<file path="src/rtl/vtdl_fifo_pkg.sv">
// Shared definitions for vtdl-based FIFO wrappers: sizing helpers and
// the status-flag bundle.
package vtdl_fifo_pkg;

    // Default geometry for wrappers that do not override it.
    localparam int DEF_WID = 8;
    localparam int DEF_DEP = 16;

    // Address width needed to select one of dep storage entries.
    function automatic int fifo_aw(input int dep);
        return $clog2(dep);
    endfunction

    // Occupancy width: must represent 0..dep inclusive.
    function automatic int fifo_cntw(input int dep);
        return $clog2(dep) + 1;
    endfunction

    localparam int AW   = fifo_aw(DEF_DEP);
    localparam int CNTW = fifo_cntw(DEF_DEP);

    // Status flags shared by peer FIFO wrappers.
    typedef struct packed {
        logic empty;
        logic full;
        logic almost_empty;
        logic almost_full;
        logic ovf;
        logic unf;
    } fifo_status_t;

endpackage

</file>
<file path="src/rtl/vtdl.sv">
// Variable tap delay line: a shift register of DEP words with a
// combinational read tap selected by a.
module vtdl
    import vtdl_fifo_pkg::*;
#(
    parameter int WID = 8,
    parameter int DEP = 16
) (
    input  logic                    clk,
    input  logic                    ce,
    input  logic [WID-1:0]          d,
    input  logic [fifo_aw(DEP)-1:0] a,
    output logic [WID-1:0]          q
);

    logic [WID-1:0] r_sr [DEP];

    // Shift a new word into entry 0 on every enabled edge; older words move up.
    // NOTE: the storage array has no reset -- its contents are only ever
    // read through a tap the controller knows is valid, and leaving it
    // unreset lets it map onto shift-register primitives.
    always_ff @(posedge clk) begin
        if (ce) begin
            r_sr[0] <= d;
            for (int i = 1; i < DEP; i++) begin
                r_sr[i] <= r_sr[i-1];
            end
        end
    end

    assign q = r_sr[a];

endmodule

</file>
<file path="src/rtl/vtdl_fifo.sv">
// First-word-fall-through FIFO controller around a vtdl. Newest word
// sits at entry 0; ptr tracks the oldest entry (count-1) so the read tap
// needs no subtractor.
module vtdl_fifo
    import vtdl_fifo_pkg::*;
#(
    parameter int WID    = 8,
    parameter int DEP    = 16,
    parameter int AFULL  = DEP - 2,
    parameter int AEMPTY = 1
) (
    input  logic                 clk,
    input  logic                 rst_n,
    input  logic                 clr,
    input  logic                 wr,
    input  logic [WID-1:0]       din,
    input  logic                 rd,
    output logic [WID-1:0]       dout,
    output logic                 empty,
    output logic                 full,
    output logic [$clog2(DEP):0] count,
    output logic                 almost_full,
    output logic                 almost_empty,
    output logic                 ovf,
    output logic                 unf
);

    localparam int L_AW   = fifo_aw(DEP);
    localparam int L_CNTW = fifo_cntw(DEP);

    localparam logic [L_CNTW-1:0] DEP_C    = L_CNTW'(DEP);
    localparam logic [L_CNTW-1:0] AFULL_C  = L_CNTW'(AFULL);
    localparam logic [L_CNTW-1:0] AEMPTY_C = L_CNTW'(AEMPTY);
    localparam logic [L_CNTW-1:0] ONE_C    = L_CNTW'(1);
    localparam logic [L_AW-1:0]   PTR_ONE  = L_AW'(1);

    // Reset image of the status flags: empty, and hence almost-empty too.
    localparam fifo_status_t ST_RESET = '{
        empty:        1'b1,
        full:         1'b0,
        almost_empty: 1'b1,
        almost_full:  1'b0,
        ovf:          1'b0,
        unf:          1'b0
    };

    logic [L_CNTW-1:0] r_count;
    logic [L_AW-1:0]   r_ptr;
    fifo_status_t      r_st;

    logic [L_CNTW-1:0] w_cnt_nxt;
    logic [L_AW-1:0]   w_ptr_nxt;
    fifo_status_t      w_st_nxt;
    logic              w_rd_acc;
    logic              w_wr_acc;
    logic              w_ce;

    // A read is only honoured when data is held; a write into a full FIFO
    // is honoured only if a read frees the oldest slot in the same cycle.
    assign w_rd_acc = rd & ~r_st.empty;
    assign w_wr_acc = wr & (~r_st.full | w_rd_acc);

    // Flush suppresses the shift, and no shift may leak out while the
    // controller is held in reset.
    assign w_ce = w_wr_acc & ~clr & rst_n;

    vtdl #(
        .WID (WID),
        .DEP (DEP)
    ) u_vtdl (
        .clk (clk),
        .ce  (w_ce),
        .d   (din),
        .a   (r_ptr),
        .q   (dout)
    );

    // Next occupancy and oldest-entry pointer.
    // NOTE: every output of this block gets a default first, so no path
    // leaves a variable unassigned and no latch is inferred.
    always_comb begin
        w_cnt_nxt = r_count;
        w_ptr_nxt = r_ptr;
        if (clr) begin
            w_cnt_nxt = '0;
            w_ptr_nxt = '0;
        end else begin
            case ({w_wr_acc, w_rd_acc})
                2'b10: begin
                    w_cnt_nxt = r_count + ONE_C;
                    w_ptr_nxt = (r_count == '0) ? '0 : r_ptr + PTR_ONE;
                end
                2'b01: begin
                    w_cnt_nxt = r_count - ONE_C;
                    w_ptr_nxt = (r_count == ONE_C) ? '0 : r_ptr - PTR_ONE;
                end
                default: begin
                    // Simultaneous push/pop shifts the oldest word past ptr,
                    // so occupancy and pointer both hold.
                end
            endcase
        end
    end

    // Status flags derived from the next count so they move with count;
    // sticky error bits accumulate until a flush, which takes priority.
    always_comb begin
        w_st_nxt              = r_st;
        w_st_nxt.empty        = (w_cnt_nxt == '0);
        w_st_nxt.full         = (w_cnt_nxt == DEP_C);
        w_st_nxt.almost_empty = (w_cnt_nxt <= AEMPTY_C);
        w_st_nxt.almost_full  = (w_cnt_nxt >= AFULL_C);
        w_st_nxt.ovf          = ~clr & (r_st.ovf | (wr & ~w_wr_acc));
        w_st_nxt.unf          = ~clr & (r_st.unf | (rd & r_st.empty));
    end

    // Control state register.
    // NOTE: sequential state uses non-blocking assignments so every flop
    // samples pre-edge values regardless of statement order.
    always_ff @(posedge clk or negedge rst_n) begin
        if (!rst_n) begin
            r_count <= '0;
            r_ptr   <= '0;
            r_st    <= ST_RESET;
        end else begin
            r_count <= w_cnt_nxt;
            r_ptr   <= w_ptr_nxt;
            r_st    <= w_st_nxt;
        end
    end

    assign count        = r_count;
    assign empty        = r_st.empty;
    assign full         = r_st.full;
    assign almost_empty = r_st.almost_empty;
    assign almost_full  = r_st.almost_full;
    assign ovf          = r_st.ovf;
    assign unf          = r_st.unf;

endmodule

</file>
<file path="config.mk">
export PLATFORM = sky130hd
export DESIGN_NAME = vtdl_fifo
export DESIGN_NICKNAME = d
export VERILOG_FILES = /design/src/rtl/vtdl_fifo_pkg.sv /design/src/rtl/vtdl.sv /design/src/rtl/vtdl_fifo.sv
export SDC_FILE = /design/constraint.sdc
export NUM_CORES = 1
export LEC_CHECK = 0
export CAP_MARGIN = 20
export CORE_ASPECT_RATIO = 0.8
export CORE_MARGIN = 1
export CORE_UTILIZATION = 67
export CTS_BUF_LIST = sky130_fd_sc_hd__clkbuf_2
export DETAILED_ROUTE_END_ITERATION = 10
export DONT_BUFFER_PORTS = 1
export GPL_TIMING_DRIVEN = 0
export PLACE_DENSITY = 0.83
export RECOVER_POWER = 50
export SLEW_MARGIN = 10
export SYNTH_ARGS = -nofsm -noshare
export SYNTH_HDL_FRONTEND = slang
export SYNTH_SLANG_ARGS = --single-unit
</file>
<file path="constraint.sdc">
create_clock -name clk -period 34.5 [get_ports clk]
set_clock_uncertainty 0.1 [all_clocks]
set_input_delay 8.625 -clock clk [delete_from_list [all_inputs] [get_ports clk]]
set_output_delay 8.625 -clock clk [all_outputs]
set_load 0.01 [all_outputs]
</file>
==> results.json <==
{
  "fillerInstances": 467,
  "ff2ff_setup_slack_ns": 31.29,
  "drive_gt1_share_pct": 19.6,
  "grtUsageMet2_pct": 34.5,
  "setup_viol": 0,
  "peakVddDrop_uv": 65.0,
  "timing.rr.start": "empty",
  "dpl.hpwl_um": 6690,
  "hold_class": "register to register",
  "worstPathRequired_ns": 25.78,
  "yosys_warnings": 0,
  "synth-compound-area-share_pct": 3.72,
  "min_to": "u_vtdl.r_sr[10][2]",
  "die_y_um": 86.3,
  "setup_tns_ns": 0,
  "vias_per_cell": 6.54,
  "status": "complete, no violations",
  "use_met1_pct": 37.6,
  "wl_um": 10100,
  "synth_top_family_by_area": "multiplexers",
  "drt-initial-drc-count": 162,
  "clock_path_buffers": 2,
  "slew_violations": 0,
  "slew_headroom_pct": 43.9,
  "fin_ws_ns": 22.97,
  "grt_max_degree": 17,
  "dp_worst_setup_slack_ns": 23.66,
  "drv_cap": 0,
  "synthFlopType": "edfxtp_1",
  "met3_usage_pct": 8.57,
  "antenna_found_initial": 0,
  "post_cts_resized": 0,
  "grt_pass1_vias": 2826,
  "cts_tree": "yes",
  "fin_nets": 343,
  "combPwrFrac_pct": 18.7,
  "die_w_um": 107,
  "synth_area_per_cell_um2": 20.3,
  "switching_power_uw": 107,
  "clk_pin_slew_worst_paths_ns": 0.23,
  "area.sequential_um2": 4220,
  "r2r_cells": 9,
  "worstHoldStart": "u_vtdl.r_sr[9][2]",
  "holdPathStages": 0,
  "fin_crit_ns": 11.53,
  "ys_ff_latch": 143,
  "min_period_over_period_pct": 33.4,
  "synthDistinctLibCells": 45,
  "p_seq_share_pct": 52.8,
  "synth-simple-area-share_pct": 3.89,
  "vias": 2932,
  "finalHoldViolations": 0,
  "clkSinkCount": 143,
  "yosysTopAreaCell": "edfxtp_1",
  "io_buffers": 0,
  "wl_per_cell_um": 22.6,
  "synth_edf_count": 128,
  "pwr_density_cell_nw_per_um2": 60.1,
  "crit_type": "register to output pin",
  "p_leak_nw": 2.21,
  "antenna_cells": 0,
  "synth-seq-area-share_pct": 71.0,
  "coreArea_um2": 8560,
  "row_count": 30,
  "synthCells": 293,
  "arrival_ns": 2.81,
  "yosys.area_share.xor_xnor_pct": 0,
  "numCtsBuffers": 17,
  "htreeDepth": 4,
  "p_clk_share_pct": 28.5,
  "synth_fa_ha_area_share_pct": 1.47,
  "io_pins": 32,
  "rsz0062_at_grt": "false",
  "grt-ovfl-total": 0,
  "top_usage_layer": "met1",
  "netlist_top_cells_area": "edfxtp_1 (65%), mux4_1 (13%), dfrtp_1 (5.5%)",
  "cp_max_fo": 10,
  "insertion_delay_ns": 0.68,
  "syn_to_final_growth_pct": 8.52,
  "r2r_end": "u_vtdl.r_sr[2][1]",
  "synth_mux_area_share_pct": 17.5,
  "p_int_uw": 281,
  "grt_usage_pct": 24.7,
  "start_util_pct": 69.5,
  "grt_pass1_wl_um": 15800,
  "synth_nets": 313,
  "synth_area_um2": 5950,
  "drc": 0,
  "yosys.area.top_type_share_pct": 64.6,
  "worstMarginPinSlew_ns": 0.842,
  "dr.pass1.iters": 5,
  "p_sw_share_pct": 27.6,
  "postSynth.asyncResetShare_pct": 10.5,
  "fmax_mhz": 86.7,
  "multi_input_area_um2": 1580,
  "cts_hold_buf": 0,
  "critPathCaptureType": "output pin",
  "worstSetupStartpointType": "register",
  "gp_congestion": 0.809,
  "die_area_um2": 9260,
  "detail-route-antenna-nets": 0,
  "cts_setup_buffers": 0,
  "clockRootBuffer": "clkbuf_2"
}
==> worst max-delay path, cell delays in order (launching register included) <==
cell,delay [ns]
dfrtp_1,0.40
buf_4,0.19
clkbuf_1,0.53
mux4_1,0.44
mux4_2,0.55
==> worst max-delay path by stage <==
stage	startpoint	endpoint	cells after the start
finish	r_ptr[1]	dout[1]	4
global route	r_ptr[1]	dout[1]	4
CTS	r_ptr[1]	dout[1]	4
detailed placement	rd	u_vtdl.r_sr[0][2]	9
global placement	clr	u_vtdl.r_sr[0][2]	2
floorplan	rd	u_vtdl.r_sr[0][0]	4
==> cell type report <==
cell class | count | area share [%]
flip-flops and latches | 143 | 65.4
well taps | 112 | 2.17
clock buffers | 17 | 1.32
inverters | 11 | 0.640
multi-input cells | 123 | 24.5
plain buffers | 16 | 1.59
clock inverters | 15 | 3.14
repair buffers | 11 | 1.22
==> sequential cells by signal (all words and copies together), names as in the netlist <==
| name | flops |
|---|---|
| count | 5 |
| almost_empty | 1 |
| almost_full | 1 |
| u_vtdl.r_sr | 128 |
| r_ptr | 4 |
| empty | 1 |
| ovf | 1 |
| full | 1 |
| unf | 1 |
==> per-stage QoR <==
step | instances | total power [mW] | hold WS [ns] | utilization, % | instance area [um2]
floorplan | 293 | 0.264 | 0.317 | - | 5950
global placement | 405 | 0.280 | 0.320 | 71.1 | 6090
detailed placement | 416 | 0.281 | 0.324 | 72.2 | 6180
CTS | 448 | 0.390 | 0.352 | 75.5 | 6460
global route | 448 | 0.403 | 0.356 | 75.4 | 6450
finish | 448 | 0.388 | 0.342 | 75.4 | 6450
==> power by group through the flow <==
| stage | sequential (mW) | combinational (mW) | clock, mW |
|---|---|---|---|
| 4_1_cts | 0.205 | 0.0730 | 0.113 |
| 3_5_place_dp | 0.208 | 0.0725 | 0 |
| 3_3_place_gp | 0.210 | 0.0698 | 0 |
| 2_1_floorplan | 0.208 | 0.0564 | 0 |
| 6_report | 0.205 | 0.0725 | 0.111 |
| 5_1_grt | 0.206 | 0.0786 | 0.119 |
==> synth_stat cells (2+ instances only) <==
library cell,count
dfrtp_1,13
and2_1,2
or2_2,2
nor2b_1,3
mux4_1,30
a21oi_1,7
a31o_2,2
nor3b_1,3
a211oi_1,5
ha_1,7
a31oi_1,4
edfxtp_1,128
buf_2,4
nor2_1,7
mux4_2,9
nor3_1,3
nand3_1,7
nand2_1,6
dfstp_2,2
clkbuf_1,6
nor4b_1,2
o21ai_0,3
buf_6,3
inv_1,11
mux2i_1,4
==> cells by family (layout without fill, tap and decap cells) <==
kind of cell / Yosys count / after routing
compound gates: 31 / 31
fa+ha+maj: 7 / 7
buf+inv: 27 / 70
flops: 143 / 143
mux: 44 / 44
simple gates: 41 / 41
==> cell usage in the layout, fill, tap and decap left out, drive strengths merged, types with 2 or more instances in the layout <==
| master | netlist | routed |
|---|---|---|
| a211oi | 5 | 5 |
| a21oi | 7 | 7 |
| a31o | 2 | 2 |
| a31oi | 4 | 4 |
| and2 | 2 | 2 |
| buf | 10 | 20 |
| bufinv | 0 | 4 |
| clkbuf | 6 | 24 |
| clkinv | 0 | 3 |
| dfrtp | 13 | 13 |
| dfstp | 2 | 2 |
| edfxtp | 128 | 128 |
| ha | 7 | 7 |
| inv | 11 | 18 |
| mux2i | 4 | 4 |
| mux4 | 39 | 39 |
| nand2 | 6 | 6 |
| nand3 | 7 | 7 |
| nor2 | 7 | 7 |
| nor2b | 3 | 3 |
| nor3 | 3 | 3 |
| nor3b | 3 | 3 |
| nor4b | 2 | 2 |
| o21ai | 3 | 3 |
| or2 | 2 | 2 |
==> routing by layer <==
| layer | routed length, um | part of all wire, % |
|---|---|---|
| met4 | 104 | 1.0 |
| met1 | 4840 | 48 |
| met3 | 659 | 6.5 |
| met5 | 0 | 0 |
| met2 | 4530 | 45 |
No activity file was read; power rests on OpenSTA's default activity.
